--- src/rtl/ddr_burst_arbiter_if.sv ---
// Burst bus between the cache-side arbiter and the DDR native burst controller.
// The arbiter is the master: it issues read/write bursts. The controller is the slave:
// it returns read beats, requests write beats and pulses finish.
interface ddr_burst_arbiter_if #(
  parameter int DATA_WIDTH     = 16,
  parameter int DDR_ADDR_WIDTH = 28
);
  logic                      rd_burst_req;
  logic [9:0]                rd_burst_len;
  logic [DDR_ADDR_WIDTH-1:0] rd_burst_addr;
  logic                      rd_burst_data_valid_mem;
  logic [DATA_WIDTH-1:0]     rd_burst_data_mem;
  logic                      rd_burst_finish;

  logic                      wr_burst_req;
  logic [9:0]                wr_burst_len;
  logic [DDR_ADDR_WIDTH-1:0] wr_burst_addr;
  logic                      wr_burst_data_req_mem;
  logic [DATA_WIDTH-1:0]     wr_burst_data_mem;
  logic                      wr_burst_finish;

  modport master (
    output rd_burst_req, rd_burst_len, rd_burst_addr,
    input  rd_burst_data_valid_mem, rd_burst_data_mem, rd_burst_finish,
    output wr_burst_req, wr_burst_len, wr_burst_addr,
    input  wr_burst_data_req_mem,
    output wr_burst_data_mem,
    input  wr_burst_finish
  );

  modport slave (
    input  rd_burst_req, rd_burst_len, rd_burst_addr,
    output rd_burst_data_valid_mem, rd_burst_data_mem, rd_burst_finish,
    input  wr_burst_req, wr_burst_len, wr_burst_addr,
    output wr_burst_data_req_mem,
    input  wr_burst_data_mem,
    output wr_burst_finish
  );
endinterface

--- src/rtl/ddr_burst_arbiter.sv ---
// Arbiter between the data cache and the DDR burst controller.
// Grants one of store / data read / jump read (in that priority), runs a single
// burst, streams beats to/from the cache and waits for the cache to drop the
// granted request before arbitrating again.
//
// state                | meaning
// ---------------------+--------------------------------------------------
// IDLE (0)             | arbitrate pending requests
// MEM_READ_DATA (6)    | data-block read burst in flight
// MEM_READ_JMP (7)     | jump-address read burst in flight
// MEM_WRITE_DATA_STORE (9) | data-block write burst in flight
// WAIT_RELEASE (10)    | burst done, wait for granted request to drop
module ddr_burst_arbiter #(
  parameter int DATA_WIDTH     = 16,
  parameter int DDR_ADDR_WIDTH = 28,
  parameter int RD_BURST_LEN   = 17,
  parameter int WR_BURST_LEN   = 16,
  parameter int JMP_BURST_LEN  = 1
) (
  input  logic                      clk,
  input  logic                      rst,

  input  logic                      DATA_read_req,
  input  logic                      DATA_store_req,
  input  logic                      JMP_ADDR_read_req,
  input  logic [DDR_ADDR_WIDTH-1:0] DATA_read_addr,
  input  logic [DDR_ADDR_WIDTH-1:0] DATA_write_addr,
  input  logic [DATA_WIDTH-1:0]     DATA_to_ddr,
  input  logic                      data_to_ddr_rdy,
  output logic [DATA_WIDTH-1:0]     DATA_to_cache,
  output logic [DDR_ADDR_WIDTH-1:0] JMP_ADDR_to_cache,
  output logic [9:0]                rd_cnt_data,
  output logic                      rd_burst_data_valid,
  output logic                      wr_burst_data_req,
  output logic [3:0]                state_interface_module,

  ddr_burst_arbiter_if.master       ddr
);

  typedef enum logic [3:0] {
    IDLE                 = 4'd0,
    MEM_READ_DATA        = 4'd6,
    MEM_READ_JMP         = 4'd7,
    MEM_WRITE_DATA_STORE = 4'd9,
    WAIT_RELEASE         = 4'd10
  } state_t;

  // Which request owns the current burst; WAIT_RELEASE watches only this one.
  typedef enum logic [1:0] {
    SRC_NONE  = 2'd0,
    SRC_STORE = 2'd1,
    SRC_READ  = 2'd2,
    SRC_JMP   = 2'd3
  } src_t;

  state_t state;
  src_t   grant_src;
  logic   granted_req_high;

  // Level of the request that was granted, used to detect its release.
  always_comb begin
    granted_req_high = 1'b0;
    case (grant_src)
      SRC_STORE: granted_req_high = DATA_store_req;
      SRC_READ:  granted_req_high = DATA_read_req;
      SRC_JMP:   granted_req_high = JMP_ADDR_read_req;
      default:   granted_req_high = 1'b0;
    endcase
  end

  // Store beats pass straight through; a missing cache beat is sent as zero, no stall.
  assign wr_burst_data_req      = ddr.wr_burst_data_req_mem && (state == MEM_WRITE_DATA_STORE);
  assign ddr.wr_burst_data_mem  = data_to_ddr_rdy ? DATA_to_ddr : '0;
  assign state_interface_module = state;

  // Main FSM: arbitration, burst handshake, read-beat capture and release wait.
  always_ff @(posedge clk or negedge rst) begin
    if (!rst) begin
      state               <= IDLE;
      grant_src           <= SRC_NONE;
      DATA_to_cache       <= '0;
      JMP_ADDR_to_cache   <= '0;
      rd_cnt_data         <= '0;
      rd_burst_data_valid <= 1'b0;
      ddr.rd_burst_req    <= 1'b0;
      ddr.rd_burst_len    <= '0;
      ddr.rd_burst_addr   <= '0;
      ddr.wr_burst_req    <= 1'b0;
      ddr.wr_burst_len    <= '0;
      ddr.wr_burst_addr   <= '0;
    end else begin
      rd_burst_data_valid <= 1'b0;
      case (state)
        IDLE: begin
          if (DATA_store_req) begin
            ddr.wr_burst_addr <= DATA_write_addr;
            ddr.wr_burst_len  <= 10'(WR_BURST_LEN);
            ddr.wr_burst_req  <= 1'b1;
            rd_cnt_data       <= '0;
            grant_src         <= SRC_STORE;
            state             <= MEM_WRITE_DATA_STORE;
          end else if (DATA_read_req) begin
            ddr.rd_burst_addr <= DATA_read_addr;
            ddr.rd_burst_len  <= 10'(RD_BURST_LEN);
            ddr.rd_burst_req  <= 1'b1;
            rd_cnt_data       <= '0;
            grant_src         <= SRC_READ;
            state             <= MEM_READ_DATA;
          end else if (JMP_ADDR_read_req) begin
            ddr.rd_burst_addr <= DATA_read_addr;
            ddr.rd_burst_len  <= 10'(JMP_BURST_LEN);
            ddr.rd_burst_req  <= 1'b1;
            rd_cnt_data       <= '0;
            grant_src         <= SRC_JMP;
            state             <= MEM_READ_JMP;
          end
        end

        MEM_READ_DATA, MEM_READ_JMP: begin
          // A beat arriving with the finish pulse is still captured and counted.
          if (ddr.rd_burst_data_valid_mem) begin
            DATA_to_cache       <= ddr.rd_burst_data_mem;
            rd_burst_data_valid <= 1'b1;
            if (rd_cnt_data != 10'h3FF) begin
              rd_cnt_data <= rd_cnt_data + 10'd1;
            end
            // Jump address is carried by the first beat of the jump burst.
            if (state == MEM_READ_JMP && rd_cnt_data == 10'd0) begin
              JMP_ADDR_to_cache <= DDR_ADDR_WIDTH'(ddr.rd_burst_data_mem);
            end
          end
          if (ddr.rd_burst_finish) begin
            ddr.rd_burst_req <= 1'b0;
            state            <= WAIT_RELEASE;
          end
        end

        MEM_WRITE_DATA_STORE: begin
          if (ddr.wr_burst_finish) begin
            ddr.wr_burst_req <= 1'b0;
            state            <= WAIT_RELEASE;
          end
        end

        WAIT_RELEASE: begin
          if (!granted_req_high) begin
            rd_cnt_data <= '0;
            grant_src   <= SRC_NONE;
            state       <= IDLE;
          end
        end

        default: begin
          ddr.rd_burst_req <= 1'b0;
          ddr.wr_burst_req <= 1'b0;
          grant_src        <= SRC_NONE;
          state            <= IDLE;
        end
      endcase
    end
  end

endmodule

--- src/flat_wrapper.sv ---
// flat-port wrapper written by rule: the top's interface ports become plain ports
module ddr_burst_arbiter_flat 
#(
  parameter int DATA_WIDTH     = 16,
  parameter int DDR_ADDR_WIDTH = 28,
  parameter int RD_BURST_LEN   = 17,
  parameter int WR_BURST_LEN   = 16,
  parameter int JMP_BURST_LEN  = 1
)
  (clk, rst, DATA_read_req, DATA_store_req, JMP_ADDR_read_req, DATA_read_addr, DATA_write_addr, DATA_to_ddr, data_to_ddr_rdy, DATA_to_cache, JMP_ADDR_to_cache, rd_cnt_data, rd_burst_data_valid, wr_burst_data_req, state_interface_module, ddr_rd_burst_req, ddr_rd_burst_len, ddr_rd_burst_addr, ddr_rd_burst_data_valid_mem, ddr_rd_burst_data_mem, ddr_rd_burst_finish, ddr_wr_burst_req, ddr_wr_burst_len, ddr_wr_burst_addr, ddr_wr_burst_data_req_mem, ddr_wr_burst_data_mem, ddr_wr_burst_finish);
  ddr_burst_arbiter_if #(.DATA_WIDTH(DATA_WIDTH), .DDR_ADDR_WIDTH(DDR_ADDR_WIDTH)) ddr_i ();
  input  logic clk;
  input  logic rst;
  input  logic DATA_read_req;
  input  logic DATA_store_req;
  input  logic JMP_ADDR_read_req;
  input  logic [DDR_ADDR_WIDTH-1:0] DATA_read_addr;
  input  logic [DDR_ADDR_WIDTH-1:0] DATA_write_addr;
  input  logic [DATA_WIDTH-1:0] DATA_to_ddr;
  input  logic data_to_ddr_rdy;
  output logic [DATA_WIDTH-1:0] DATA_to_cache;
  output logic [DDR_ADDR_WIDTH-1:0] JMP_ADDR_to_cache;
  output logic [9:0] rd_cnt_data;
  output logic rd_burst_data_valid;
  output logic wr_burst_data_req;
  output logic [3:0] state_interface_module;
  output wire logic [$bits(ddr_i.rd_burst_req)-1:0] ddr_rd_burst_req;
  output wire logic [$bits(ddr_i.rd_burst_len)-1:0] ddr_rd_burst_len;
  output wire logic [$bits(ddr_i.rd_burst_addr)-1:0] ddr_rd_burst_addr;
  input wire logic [$bits(ddr_i.rd_burst_data_valid_mem)-1:0] ddr_rd_burst_data_valid_mem;
  input wire logic [$bits(ddr_i.rd_burst_data_mem)-1:0] ddr_rd_burst_data_mem;
  input wire logic [$bits(ddr_i.rd_burst_finish)-1:0] ddr_rd_burst_finish;
  output wire logic [$bits(ddr_i.wr_burst_req)-1:0] ddr_wr_burst_req;
  output wire logic [$bits(ddr_i.wr_burst_len)-1:0] ddr_wr_burst_len;
  output wire logic [$bits(ddr_i.wr_burst_addr)-1:0] ddr_wr_burst_addr;
  input wire logic [$bits(ddr_i.wr_burst_data_req_mem)-1:0] ddr_wr_burst_data_req_mem;
  output wire logic [$bits(ddr_i.wr_burst_data_mem)-1:0] ddr_wr_burst_data_mem;
  input wire logic [$bits(ddr_i.wr_burst_finish)-1:0] ddr_wr_burst_finish;
  assign ddr_rd_burst_req = ddr_i.rd_burst_req;
  assign ddr_rd_burst_len = ddr_i.rd_burst_len;
  assign ddr_rd_burst_addr = ddr_i.rd_burst_addr;
  assign ddr_i.rd_burst_data_valid_mem = ddr_rd_burst_data_valid_mem;
  assign ddr_i.rd_burst_data_mem = ddr_rd_burst_data_mem;
  assign ddr_i.rd_burst_finish = ddr_rd_burst_finish;
  assign ddr_wr_burst_req = ddr_i.wr_burst_req;
  assign ddr_wr_burst_len = ddr_i.wr_burst_len;
  assign ddr_wr_burst_addr = ddr_i.wr_burst_addr;
  assign ddr_i.wr_burst_data_req_mem = ddr_wr_burst_data_req_mem;
  assign ddr_wr_burst_data_mem = ddr_i.wr_burst_data_mem;
  assign ddr_i.wr_burst_finish = ddr_wr_burst_finish;
  ddr_burst_arbiter #(.DATA_WIDTH(DATA_WIDTH), .DDR_ADDR_WIDTH(DDR_ADDR_WIDTH), .RD_BURST_LEN(RD_BURST_LEN), .WR_BURST_LEN(WR_BURST_LEN), .JMP_BURST_LEN(JMP_BURST_LEN)) u_core (.clk(clk), .rst(rst), .DATA_read_req(DATA_read_req), .DATA_store_req(DATA_store_req), .JMP_ADDR_read_req(JMP_ADDR_read_req), .DATA_read_addr(DATA_read_addr), .DATA_write_addr(DATA_write_addr), .DATA_to_ddr(DATA_to_ddr), .data_to_ddr_rdy(data_to_ddr_rdy), .DATA_to_cache(DATA_to_cache), .JMP_ADDR_to_cache(JMP_ADDR_to_cache), .rd_cnt_data(rd_cnt_data), .rd_burst_data_valid(rd_burst_data_valid), .wr_burst_data_req(wr_burst_data_req), .state_interface_module(state_interface_module), .ddr(ddr_i));
endmodule
--- config.mk ---
export PLATFORM = sky130hd
export DESIGN_NAME = ddr_burst_arbiter_flat
export DESIGN_NICKNAME = d
export VERILOG_FILES = /design/src/rtl/ddr_burst_arbiter_if.sv /design/src/rtl/ddr_burst_arbiter.sv /design/src/flat_wrapper.sv
export SDC_FILE = /design/constraint.sdc
export NUM_CORES = 1
export LEC_CHECK = 0
export CORE_MARGIN = 10
export CORE_UTILIZATION = 36
export DETAILED_ROUTE_END_ITERATION = 6
export PLACE_DENSITY = 0.77
export SLEW_MARGIN = 10
export SYNTH_ARGS = -nofsm -noshare
export SYNTH_HDL_FRONTEND = slang
export SYNTH_SLANG_ARGS = --single-unit
--- constraint.sdc ---
create_clock -name clk -period 2.27 [get_ports clk]
set_input_delay 0.227 -clock clk [delete_from_list [all_inputs] [get_ports clk]]
set_output_delay 0.227 -clock clk [all_outputs]
set_load 0.01 [all_outputs]
# Word level (Yosys, flattened, before mapping)
# Index checks and enable logic that the tools add are counted.
# word_totals
regBits,118
in_bits,98
word_cells,88
# op_classes
addsub,1
eq_ne,17
mux,35
bitwise_logic,4
n_reduce_logical,19
# ops
op,count
two-way mux 10 bit,8
two-way mux 28 bit,2
case mux 10 bit (3 select lines),1
two-way mux 4 bit,6
two-way mux 16 bit,1
case mux 4 bit (4 select lines),1
inequality test 2 bit (second input constant),6
AND reduction 3 bit,4
adder 10 x 1 -> 10 bit (second input constant),1
zero test 10 bit,1
inequality test 10 bit (second input constant),1
case mux 1 bit (3 select lines),3
equality test 4 x 3 -> 1 bit (second input constant),2
equality test 4 bit (second input constant),2
two-way mux 1 bit,8
two-way mux 2 bit,4
AND reduction 4 bit,2
case mux 2 bit (3 select lines),1
OR reduction 3 bit,2
AND reduction 5 bit,1
equality test 2 bit (second input constant),2
zero test 4 bit,1
inequality test 4 bit (second input constant),1
NOT 1 bit,4
8 further kinds,11

# Longest topological paths before layout
# depth
ltp_word,4
depth_mapped,7

# Worst setup path before layout
# OpenSTA, ideal clock, no wires.
# synth_path
kind,reg-to-reg
startpoint,register u_core.rd_cnt_data[0]
endpoint,register u_core.JMP_ADDR_to_cache[10]
setup_time_ns,0.125
arrival_ns,2.108
required_time_ns,2.145
setup_slack_ns,0.036
path_stages_with_launch,8
cell_sequence,dfrtp_1 > inv_1 > ha_1 > or4b_1 > or4_1 > buf_6 > buf_8 > mux2_4
# synth_via
elab_chain_len,3
# synth_rtl
item,line,source
"start, declared",ddr_burst_arbiter.sv:32,"output logic [9:0] rd_cnt_data,"
"start signal, assigned",ddr_burst_arbiter.sv:125,rd_cnt_data <= rd_cnt_data + 10'd1;
zero test 10 bit,ddr_burst_arbiter.sv:128,if (state == MEM_READ_JMP && rd_cnt_data == 10'd0) begin
logical AND 1 bit,ddr_burst_arbiter.sv:128,
AND reduction 3 bit (no source line),-,
"end signal, assigned",ddr_burst_arbiter.sv:129,JMP_ADDR_to_cache <= DDR_ADDR_WIDTH'(ddr.rd_burst_data_mem);
"end, declared",ddr_burst_arbiter.sv:31,"output logic [DDR_ADDR_WIDTH-1:0] JMP_ADDR_to_cache,"
# No other way between the ends.
# A chain may end at the register's enable or synchronous reset.

# Final worst setup path
# layout_path
startpoint,register u_core.rd_cnt_data[0]
endpoint,register u_core.JMP_ADDR_to_cache[6]
# The elaborated chain is that of the path after synthesis.

==> impl_metrics.json <==
{
  "slew_headroom": 0.6017,
  "hold_viol_final": 0,
  "power_frac_comb": 0.476,
  "cp_cell_sequence": "inv_1 > ha_1 > or4b_1 > or4_1 > buf_6 > mux2_4",
  "drv_slew": 0,
  "synth-edff-count": 0,
  "rows": 42,
  "tightest_slew_ns": 0.5975,
  "grt_max_degree": 111,
  "timing.rr.start": "u_core.rd_cnt_data[0]$_DFFE_PN0P_",
  "p_sw_mw": 2.944,
  "cp-end-kind": "register",
  "slowest_stage": "or4_1",
  "ff2ff_setup_slack_ns": 0.11,
  "firstDrtPassIters": 4,
  "synth.avg_cell_area_um2": 13.47,
  "worstPathArrival_ns": 2.40,
  "place_ws_ns": 0.1052,
  "crit_family": "simple AND/OR/NAND/NOR gates",
  "r2r-end": "u_core.JMP_ADDR_to_cache[6]$_DFFE_PN0P_",
  "total_power_mw": 9.246,
  "synthArstFlopShare": 1.000,
  "power_density_mw_per_mm2": 1210,
  "hpwl_um": 11620,
  "skew_ns": 0.008083,
  "die-width_um": 136.2,
  "finalCriticalPeriod_ns": 2.158,
  "start_kind": "register",
  "status": "finished clean",
  "ys_types": 46,
  "ant_nets": 0,
  "start_util": 0.3673,
  "synthesis.instances": 361,
  "clockBufferDepth": 2,
  "fp.coreArea_mm2": 0.01324,
  "drv_cap": 0,
  "setup_viol": 0,
  "vias_per_cell": 4.750,
  "cts_made_buffers": 9,
  "min_path_type": "in -> reg",
  "overflow": 0,
  "wl_per_cell_um": 18.93,
  "worst_slack_ns": 0.1119,
  "syn_to_final_growth_pct": 57.11,
  "ff_latch_area_mm2": 0.002753,
  "ios": 252,
  "routed_wl_um": 14820,
  "htree_levels": 3,
  "num-nets-final": 702,
  "drcViolationCount": 0,
  "p_int_mw": 6.301,
  "clk_latency_ns": 0.36,
  "clk_pin_slew_ns": 0.08,
  "final_layout_size_suffix_gt1_frac": 0.2306,
  "slowest_delay_ns": 0.49,
  "rsz0062_at_grt": "false",
  "antennaDiodeCount": 0,
  "min_from": "DATA_read_addr[11]",
  "syn_area_mm2": 0.004863,
  "cts_tree": "built",
  "p_leak_nw": 3.321,
  "r2r_cells": 6,
  "setup_tns_ns": 0,
  "max_freq_mhz": 463.4,
  "worst-setup-path-type": "reg -> reg",
  "ys_ff_latch": 110,
  "ys.flop_type": "dfrtp_1",
  "clockRootBuffer": "clkbuf_16",
  "post-route-period-util": 0.9507,
  "drt-initial-drc-count": 162,
  "multi_input_area_mm2": 0.001899,
  "crit_buf_inv": 2,
  "grt_usage": 0.1527,
  "max-vdd-ir-drop_v": 0.0005874,
  "vias": 3719,
  "ys_seq_area_frac": 0.5660,
  "p_sw_frac": 0.3184,
  "grt_pass1_wl_um": 21940,
  "die_area_mm2": 0.01856,
  "fill_cells": 1107,
  "yosys_warnings": 0,
  "die_h_um": 136.2,
  "grt_pass1_vias": 4003,
  "hold_path_end": "u_core.ddr.rd_burst_addr[11]$_DFFE_PN0P_",
  "gp_congestion": 0.8532,
  "min_path_cells": 2,
  "numClockSinks": 110,
  "crit_fanout": 16,
  "seqPwrFrac": 0.356,
  "antenna_found_initial": 0,
  "pwr-share-clk": 0.168,
  "numPortBuffers": 222,
  "crit_required_ns": 2.51
}
[stage by stage]
| step | hold WS, ns | utilization | instance area [um^2] | cells |
|---|---|---|---|---|
| 4_1_cts | 0.4618 | 0.5765 | 7635 | 783 |
| 5_1_grt | 0.4779 | 0.5770 | 7641 | 783 |
| 3_5_place_dp | 0.3597 | 0.5530 | 7323 | 766 |
| 3_3_place_gp | 0.3519 | 0.5530 | 7323 | 766 |
| 2_1_floorplan | -0.06859 | - | 4969 | 389 |
| 6_report | 0.4746 | 0.5770 | 7641 | 783 |
[per-layer routing]
| layer | vias to the layer above | GRT usage | routed length (um) |
|---|---|---|---|
| li1 | 1705 | - | - |
| met1 | 1813 | 0.1518 | 5276 |
| met2 | 182 | 0.2640 | 7266 |
| met3 | 19 | 0.07823 | 2003 |
| met4 | 0 | 0.06331 | 276 |
| met5 | - | 0 | 0 |
[registers in the layout, indices dropped and copies added (netlist names)]
| register | cells |
|---|---|
| u_core.ddr.rd_burst_req | 1 |
| u_core.ddr.wr_burst_len | 1 |
| u_core.rd_burst_data_valid | 1 |
| u_core.ddr.wr_burst_addr | 28 |
| u_core.ddr.rd_burst_addr | 28 |
| u_core.ddr.wr_burst_req | 1 |
| u_core.JMP_ADDR_to_cache | 16 |
| u_core.state_interface_module | 4 |
| u_core.DATA_to_cache | 16 |
| u_core.ddr.rd_burst_len | 2 |
| u_core.grant_src | 2 |
| u_core.rd_cnt_data | 10 |
[how the worst max path moves through the flow]
stage | from | slack, ns | cells past startpoint | endpoint
after CTS | u_core.state_interface_module[1]$_DFFE_PN0P_ | 0.08 | 6 | u_core.rd_cnt_data[9]$_DFFE_PN0P_
after detailed placement | u_core.state_interface_module[1]$_DFFE_PN0P_ | 0.11 | 6 | u_core.rd_cnt_data[9]$_DFFE_PN0P_
final | u_core.rd_cnt_data[0]$_DFFE_PN0P_ | 0.11 | 6 | u_core.JMP_ADDR_to_cache[6]$_DFFE_PN0P_
after floorplan | u_core.rd_cnt_data[0]$_DFFE_PN0P_ | 0.04 | 7 | u_core.JMP_ADDR_to_cache[10]$_DFFE_PN0P_
after global routing | u_core.rd_cnt_data[0]$_DFFE_PN0P_ | 0.03 | 6 | u_core.JMP_ADDR_to_cache[6]$_DFFE_PN0P_
after global placement | u_core.rd_cnt_data[0]$_DFFE_PN0P_ | 0.11 | 6 | u_core.JMP_ADDR_to_cache[13]$_DFFE_PN0P_
[what timing repair did]
item,in CTS,in global routing
setup buffers,0,0
setup endpoints to repair,1,12
hold endpoints to repair,110,0
hold buffers,1,0
gates resized for setup,2,2
[cells in the mapped netlist, types with 2 or more instances]
library cell	count	area (um^2)
dfrtp_1	110	2753
o21ai_0	4	20.02
nand4_1	2	12.51
ha_1	2	25.02
o2bb2ai_1	2	17.52
buf_4	30	225.2
mux2i_1	3	30.03
mux2_4	10	150.1
or4_1	2	15.01
a22o_1	3	26.28
or3_1	2	12.51
nand2b_1	2	12.51
nor2b_1	2	12.51
nor3b_1	5	37.54
nor4_1	2	12.51
nand2_1	8	30.03
inv_1	6	22.52
buf_2	6	30.03
and3_1	4	25.02
or2_2	2	12.51
nor2_1	7	26.28
nor3_1	10	50.05
a21oi_1	7	35.03
clkbuf_1	7	26.28
or3b_2	2	17.52
a221o_1	5	50.05
and2_1	18	112.6
mux2_2	79	889.6
nand3_1	2	10.01
[power by group through the flow]
stage,Clock [mW],Sequential (mW),Combinational (mW)
2_1_floorplan,0,3.68,1.52
3_3_place_gp,0,3.28,4.33
3_5_place_dp,0,3.34,4.43
4_1_cts,1.61,3.31,4.46
5_1_grt,1.68,3.40,4.70
6_report,1.55,3.29,4.40
[layout make-up]
class / instances / share of cell area
flip-flops and latches: 110 / 0.3602
repair buffers: 247 / 0.3206
inverters: 6 / 0.002947
clock inverters: 6 / 0.007532
multi-input cells: 228 / 0.2486
clock buffers: 10 / 0.03128
well taps: 176 / 0.02882
[logic make-up after synthesis]
logic type                 synth area share
muxes                                0.2200
adders and majority gates          0.005145
and+or+nand+nor                     0.09442
other                             0.0007711
buffers and inverters               0.06792
AOI/OAI and AO/OA                   0.04580
DFF                                  0.5660
[cells in the final DEF (no fill, tap or decap), drive strengths merged, types with 2 or more instances in the layout]
cell type and instances:
a21oi 7, clkbuf 10, and3 4, dfrtp 110, ha 2, nor3b 5, clkdlybuf4s50 220, o2bb2ai 2
o21ai 4, inv 7, nand2 8, nand4 2, or3 2, or4 2, nor2 7, clkinv 4
nand3 2, mux2 89, or2 2, nor3 10, conb 29, or3b 2, a22o 4, and2 18
buf 25, nor4 2, nand2b 2, a221o 5, mux2i 3, nor2b 2
Power figures use the tool's default switching activity.
